[src/rtl/bus_arb_pkg.sv]
// bus_arb_pkg: shared state type and constants for the bus arbiter.
// Revision: 1.0
`default_nettype none

package bus_arb_pkg;

  typedef enum logic [0:0] {
    ARB_IDLE  = 1'b0,
    ARB_GRANT = 1'b1
  } bus_arb_state_t;

  localparam int             BUS_N_SRC    = 32;
  localparam int             BUS_SEL_W    = 5;
  localparam logic [4:0]     BUS_SEL_IDLE = 5'b11111;

endpackage

`default_nettype wire

[src/rtl/bus_arbiter_rr_pick.sv]
// rr_pick: combinational round-robin picker (rotate, priority-find, un-rotate).
// Revision: 1.0
`default_nettype none

module rr_pick
  import bus_arb_pkg::*;
(
  input  logic [BUS_N_SRC-1:0] req,
  input  logic [BUS_SEL_W-1:0] ptr,
  output logic                 any,
  output logic [BUS_SEL_W-1:0] idx,
  output logic [BUS_N_SRC-1:0] win
);

  logic [BUS_N_SRC-1:0] w_rot;
  logic [BUS_SEL_W-1:0] w_ridx;
  logic                 w_found;

  // Bit 0 of the rotated vector is the source at ptr.
  assign w_rot = BUS_N_SRC'({req, req} >> ptr);

  always_comb begin
    w_ridx  = '0;
    w_found = 1'b0;
    for (int i = 0; i < BUS_N_SRC; i++) begin
      if (!w_found && w_rot[i]) begin
        w_ridx  = BUS_SEL_W'(i);
        w_found = 1'b1;
      end
    end
  end

  assign any = |req;
  assign idx = w_ridx + ptr;
  assign win = any ? (BUS_N_SRC'(1) << idx) : '0;

endmodule

`default_nettype wire

[src/rtl/bus_arbiter.sv]
// bus_arbiter: round-robin bus arbiter with registered one-hot grant and select.
// Optional forced release compiled in with macro BUS_ARB_TIMEOUT_EN. Revision: 1.0
`default_nettype none

module bus_arbiter
  import bus_arb_pkg::*;
#(
  parameter int N_SRC    = 32,
  parameter int MAX_HOLD = 16
) (
  input  logic                 clk,
  input  logic                 clr,
  input  logic [N_SRC-1:0]     req,
  input  logic                 done,
  output logic [N_SRC-1:0]     grant,
  output logic [BUS_SEL_W-1:0] sel,
  output logic                 valid,
  output logic                 timeout
);

  bus_arb_state_t       r_state, w_state_nxt;
  logic [N_SRC-1:0]     r_grant, w_grant_nxt;
  logic [BUS_SEL_W-1:0] r_sel, w_sel_nxt;
  logic                 r_valid, w_valid_nxt;
  logic [BUS_SEL_W-1:0] r_ptr, w_ptr_nxt;
  logic                 w_release;
  logic                 w_any;
  logic [BUS_SEL_W-1:0] w_idx;
  logic [N_SRC-1:0]     w_win;

  // MAX_HOLD outside 2..255 is unsupported; this block only marks that range.
  if (MAX_HOLD < 2 || MAX_HOLD > 255) begin : g_bad_max_hold
  end

`ifdef BUS_ARB_TIMEOUT_EN
  localparam logic [7:0] c_hold_last = 8'(MAX_HOLD - 1);
  logic [7:0] r_cnt, w_cnt_nxt;
  logic       r_timeout, w_timeout_nxt;
`endif

  rr_pick u_pick (
    .req (req),
    .ptr (r_ptr),
    .any (w_any),
    .idx (w_idx),
    .win (w_win)
  );

  assign w_release = done | ~req[r_sel];

  always_comb begin
    w_state_nxt = r_state;
    w_grant_nxt = r_grant;
    w_sel_nxt   = r_sel;
    w_valid_nxt = r_valid;
    w_ptr_nxt   = r_ptr;
`ifdef BUS_ARB_TIMEOUT_EN
    w_cnt_nxt     = r_cnt;
    w_timeout_nxt = 1'b0;
`endif
    case (r_state)
      ARB_IDLE: begin
        if (w_any) begin
          w_state_nxt = ARB_GRANT;
          w_grant_nxt = w_win;
          w_sel_nxt   = w_idx;
          w_valid_nxt = 1'b1;
          w_ptr_nxt   = w_idx + 5'd1;
`ifdef BUS_ARB_TIMEOUT_EN
          w_cnt_nxt   = '0;
`endif
        end
      end
      ARB_GRANT: begin
        // Normal release wins over a forced release on the same cycle.
        if (w_release) begin
          w_state_nxt = ARB_IDLE;
          w_grant_nxt = '0;
          w_sel_nxt   = BUS_SEL_IDLE;
          w_valid_nxt = 1'b0;
        end
`ifdef BUS_ARB_TIMEOUT_EN
        else if (r_cnt == c_hold_last) begin
          w_state_nxt   = ARB_IDLE;
          w_grant_nxt   = '0;
          w_sel_nxt     = BUS_SEL_IDLE;
          w_valid_nxt   = 1'b0;
          w_timeout_nxt = 1'b1;
        end else begin
          w_cnt_nxt = r_cnt + 8'd1;
        end
`endif
      end
      default: w_state_nxt = ARB_IDLE;
    endcase
  end

  always_ff @(posedge clk) begin
    if (clr) begin
      r_state <= ARB_IDLE;
      r_grant <= '0;
      r_sel   <= BUS_SEL_IDLE;
      r_valid <= 1'b0;
      r_ptr   <= '0;
`ifdef BUS_ARB_TIMEOUT_EN
      r_cnt     <= '0;
      r_timeout <= 1'b0;
`endif
    end else begin
      r_state <= w_state_nxt;
      r_grant <= w_grant_nxt;
      r_sel   <= w_sel_nxt;
      r_valid <= w_valid_nxt;
      r_ptr   <= w_ptr_nxt;
`ifdef BUS_ARB_TIMEOUT_EN
      r_cnt     <= w_cnt_nxt;
      r_timeout <= w_timeout_nxt;
`endif
    end
  end

  assign grant = r_grant;
  assign sel   = r_sel;
  assign valid = r_valid;
`ifdef BUS_ARB_TIMEOUT_EN
  assign timeout = r_timeout;
`else
  assign timeout = 1'b0;
`endif

endmodule

`default_nettype wire

[config.mk]
export PLATFORM = sky130hd
export DESIGN_NAME = bus_arbiter
export DESIGN_NICKNAME = d
export VERILOG_FILES = /design/src/rtl/bus_arb_pkg.sv /design/src/rtl/bus_arbiter_rr_pick.sv /design/src/rtl/bus_arbiter.sv
export SDC_FILE = /design/constraint.sdc
export NUM_CORES = 1
export LEC_CHECK = 0
export ABC_AREA = 1
export BUFFER_PORTS_ARGS = -buffer_cell sky130_fd_sc_hd__buf_4
export CORE_UTILIZATION = 50
export DETAILED_ROUTE_END_ITERATION = 10
export PLACE_DENSITY = 0.71
export SETUP_SLACK_MARGIN = 0.1
export SLEW_MARGIN = 20
export SYNTH_ARGS = -nofsm -noshare
export SYNTH_HDL_FRONTEND = slang
export SYNTH_SLANG_ARGS = --single-unit
[constraint.sdc]
create_clock -name clk -period 5.12 [get_ports clk]
set_input_delay 0.256 -clock clk [delete_from_list [all_inputs] [get_ports clk]]
set_output_delay 0.256 -clock clk [all_outputs]
set_load 0.01 [all_outputs]
==> key figures <==
Clock network
  – TritonCTS clock tree: yes
  – CTS clk-pin slew, worst paths: 90 ps
  – H-tree Lvls: 2
  – CTS root buf: clkbuf_8
  – Clk Latency, worst-skew pair: 300 ps
  – Hold_buf cts: 0
  – Clock Sinks: 44
  – CTS buffer count: 5
  – Clock Path Buffers: 2

STA
  – Setup WS post-layout: -32.3 ps
  – RSZ-0062 raised after global routing: true
  – Post-route clock period utilization: 1.01
  – Slew Viols, Final: 0
  – Slew @ Worst Pin: 702 ps
  – FMAX: 194 MHz
  – Final setup viols: 4
  – Slew HR: 0.531
  – Final hold vios: 0
  – Setup Skew: 8.46 ps
  – Min Hold Slack: 315 ps
  – Post-layout min period: 5150 ps

Routing
  – Routed len/inst: 16.9 um
  – Via count: 6327
  – Drt drc: 0
  – Antenna-violating nets left: 0
  – Routed WL: 18.1 mm
  – Detailed Route Iter0 Violations: 606
  – DRT Pass-1 Iters: 6
  – Drt via density: 5.90

Synthesis
  – Synth Cell Area: 0.00531 sq mm
  – Simple-gate share of the synthesized area: 0.511
  – Synthesis Warnings: 0
  – Seq/Total Area, Yosys: 0.166
  – Post-Syn Nets: 913
  – Synth Area in Adders: 0.0203
  – Top FF cell, synth: dfxtp_1
  – Asr flop ratio synth: 0
  – Distinct cell type count after synthesis: 52
  – Number of synthesized flops with an enable pin: 0
  – Count of state elements after synthesis: 44
  – Post-synthesis compound-gate area fraction: 0.170
  – Mux contribution to synthesized area: 0
  – Largest family of logic cells by synthesized area: simple AND/OR/NAND/NOR gates
  – Syn Inst Count: 870
  – Synth Area in XOR/XNOR: 0.00330
  – Syn avg cell area: 6.10 sq um

Power
  – Clock share of power: 0.072
  – Psw: 0.00228 W
  – Peak VDD IR: 0.000376 V
  – Combinational power share: 0.810
  – Sequential share of power: 0.118
  – Pleak: 2.85 nW
  – Int Power: 0.00171 W
  – PwrDens: 616 mW/mm^2
  – Switching share of total power: 0.572
  – Pwr Total: 0.00399 W

Finish
  – # diodes: 0
  – Synth-to-Final Area Change: 22.0%
  – Most common cell after layout, fill and taps aside: nand2_1
  – Most frequent cells in the layout: nand2_1, nand3_1, buf_4
  – Layout Nets: 978
  – Share of layout cells above drive strength 1: 0.325

Setup path
  – CP required: 5360 ps
  – Top cell by count, worst path: nand2_1
  – Critical path type: flop to flop
  – Reg2reg path depth: 35
  – Startpoint Class: flop
  – CP max-delay cell: fa_2
  – CP peak stage delay: 560 ps
  – Worst r2r src: r_ptr[0]
  – CP Launch Point: r_ptr[0]
  – Worst setup path end: grant[24]
  – Worst Setup End Kind: flop
  – Max FO, Critical Path: 33
  – R2R Path End: grant[24]
  – WP data arrival: 5390 ps
  – R2r setup slk: -30 ps

Floorplan
  – Core ar.: 0.0103 sq mm
  – Chip width: 105 um
  – Die ar.: 0.0110 sq mm
  – Row Count: 37
  – Top-level I/O count: 74
  – Initial core utilization: 0.514
  – Die Y: 105 um

Status
  – Status: finished, violations left
  – Failing checks: setup timing

Min path
  – Hold WC Path Type: input pin to flop

GRT
  – Vias in the first global route: 6001
  – First-pass GRT wire length: 29.2 mm
  – Gr usage total: 0.326
  – Initial antenna violation count: 0
  – Grt total ovfl: 0
  – Largest net degree at the start of global routing: 41

Placement
  – Final HPWL DP: 13.7 mm
  – Routability cong.: 0.939
  – Place WS: -102 ps
  – PortBufs: 72

Job
  – Max-Cap Viols: 0
[repair_timing]
| action | CTS | global route |
|---|---|---|
| setup endpoints to repair | 34 | 37 |
| setup buffers | 5 | 4 |
| pin swaps | 3 | 12 |
| resized for setup | 43 | 52 |
[critical path: cells and delay by family, from the launching register on]
kind,cells,cell delay [ps]
fa+ha+maj,2,750
flops,1,380
simple gates,25,2970
compound gates,2,230
buf+inv,6,680
[state kept, by name, summed over array words and instances (netlist names)]
signal	count
sel	5
r_ptr	5
valid	1
grant	32
r_state	1
[power groups by stage]
stage | sequential (W) | combinational, W | clock (W)
after floorplan | 0.000459 | 0.00207 | 0
after global placement | 0.000468 | 0.00282 | 0
after detailed placement | 0.000470 | 0.00286 | 0
after CTS | 0.000468 | 0.00301 | 0.000288
after global routing | 0.000480 | 0.00354 | 0.000301
final | 0.000471 | 0.00323 | 0.000287
[cells by family (layout without fill, tap and decap cells)]
group	Yosys count	in the layout
and+or+nand+nor	555	555
AOI/OAI and AO/OA	139	139
buffers and inverters	121	187
DFF	44	44
adders and majority gates	8	8
xor gates and xnor gates	2	2
other	1	1
[worst min-delay path by stage]
stage / from / endpoint / slack, ps / depth (start not counted)
floorplan: clr / sel[0] / 400 / 2
global placement: valid / valid / 450 / 2
detailed placement: grant[17] / grant[17] / 460 / 2
CTS: done / r_state / 310 / 4
global route: done / r_state / 330 / 4
finish: done / r_state / 310 / 4
[per-stage QoR]
step	utilization	cells	cell area (sq um)	TNS (ps)
detailed placement	0.571	1055	5890	-239
floorplan	-	870	5310	0
global route	0.627	1072	6470	-8860
finish	0.627	1072	6470	-62.4
CTS	0.604	1068	6230	0
global placement	0.571	1055	5890	0
[cell type report]
class / instances / area [sq um]
Fill cell: 976 / 3850
Clock inverter: 2 / 38.8
Clock buffer: 6 / 82.6
Multi-Input combinational cell: 705 / 4120
Tap cell: 136 / 170
Sequential cell: 44 / 886
Inverter: 70 / 274
Timing Repair Buffer: 109 / 901
[cells in the mapped netlist (all sizes together) (4+ instances only)]
master | n | area [sq um]
nand2 | 254 | 1060
nand3 | 184 | 1020
inv | 68 | 263
nor2 | 66 | 285
a21oi | 46 | 305
o21ai | 45 | 225
dfxtp | 44 | 881
buf | 37 | 312
nand4 | 24 | 196
o21a | 20 | 150
nor3 | 14 | 70.1
nor4 | 9 | 56.3
clkbuf | 8 | 40.0
ha | 7 | 87.6
o22ai | 6 | 37.5
a211oi | 4 | 30.0
dlygate4sd3 | 4 | 40.0
o2111ai | 4 | 41.3
o221ai | 4 | 35.0
or2 | 4 | 25.0
[layer usage]
metal,global-route usage,routed length [um],vias up
met2,0.574,8870,245
met3,0.0362,984,52
met1,0.402,7610,2951
met4,0.134,661,0
met5,0,0,-
li1,-,-,3079
(Power assumes the default switching activity.)
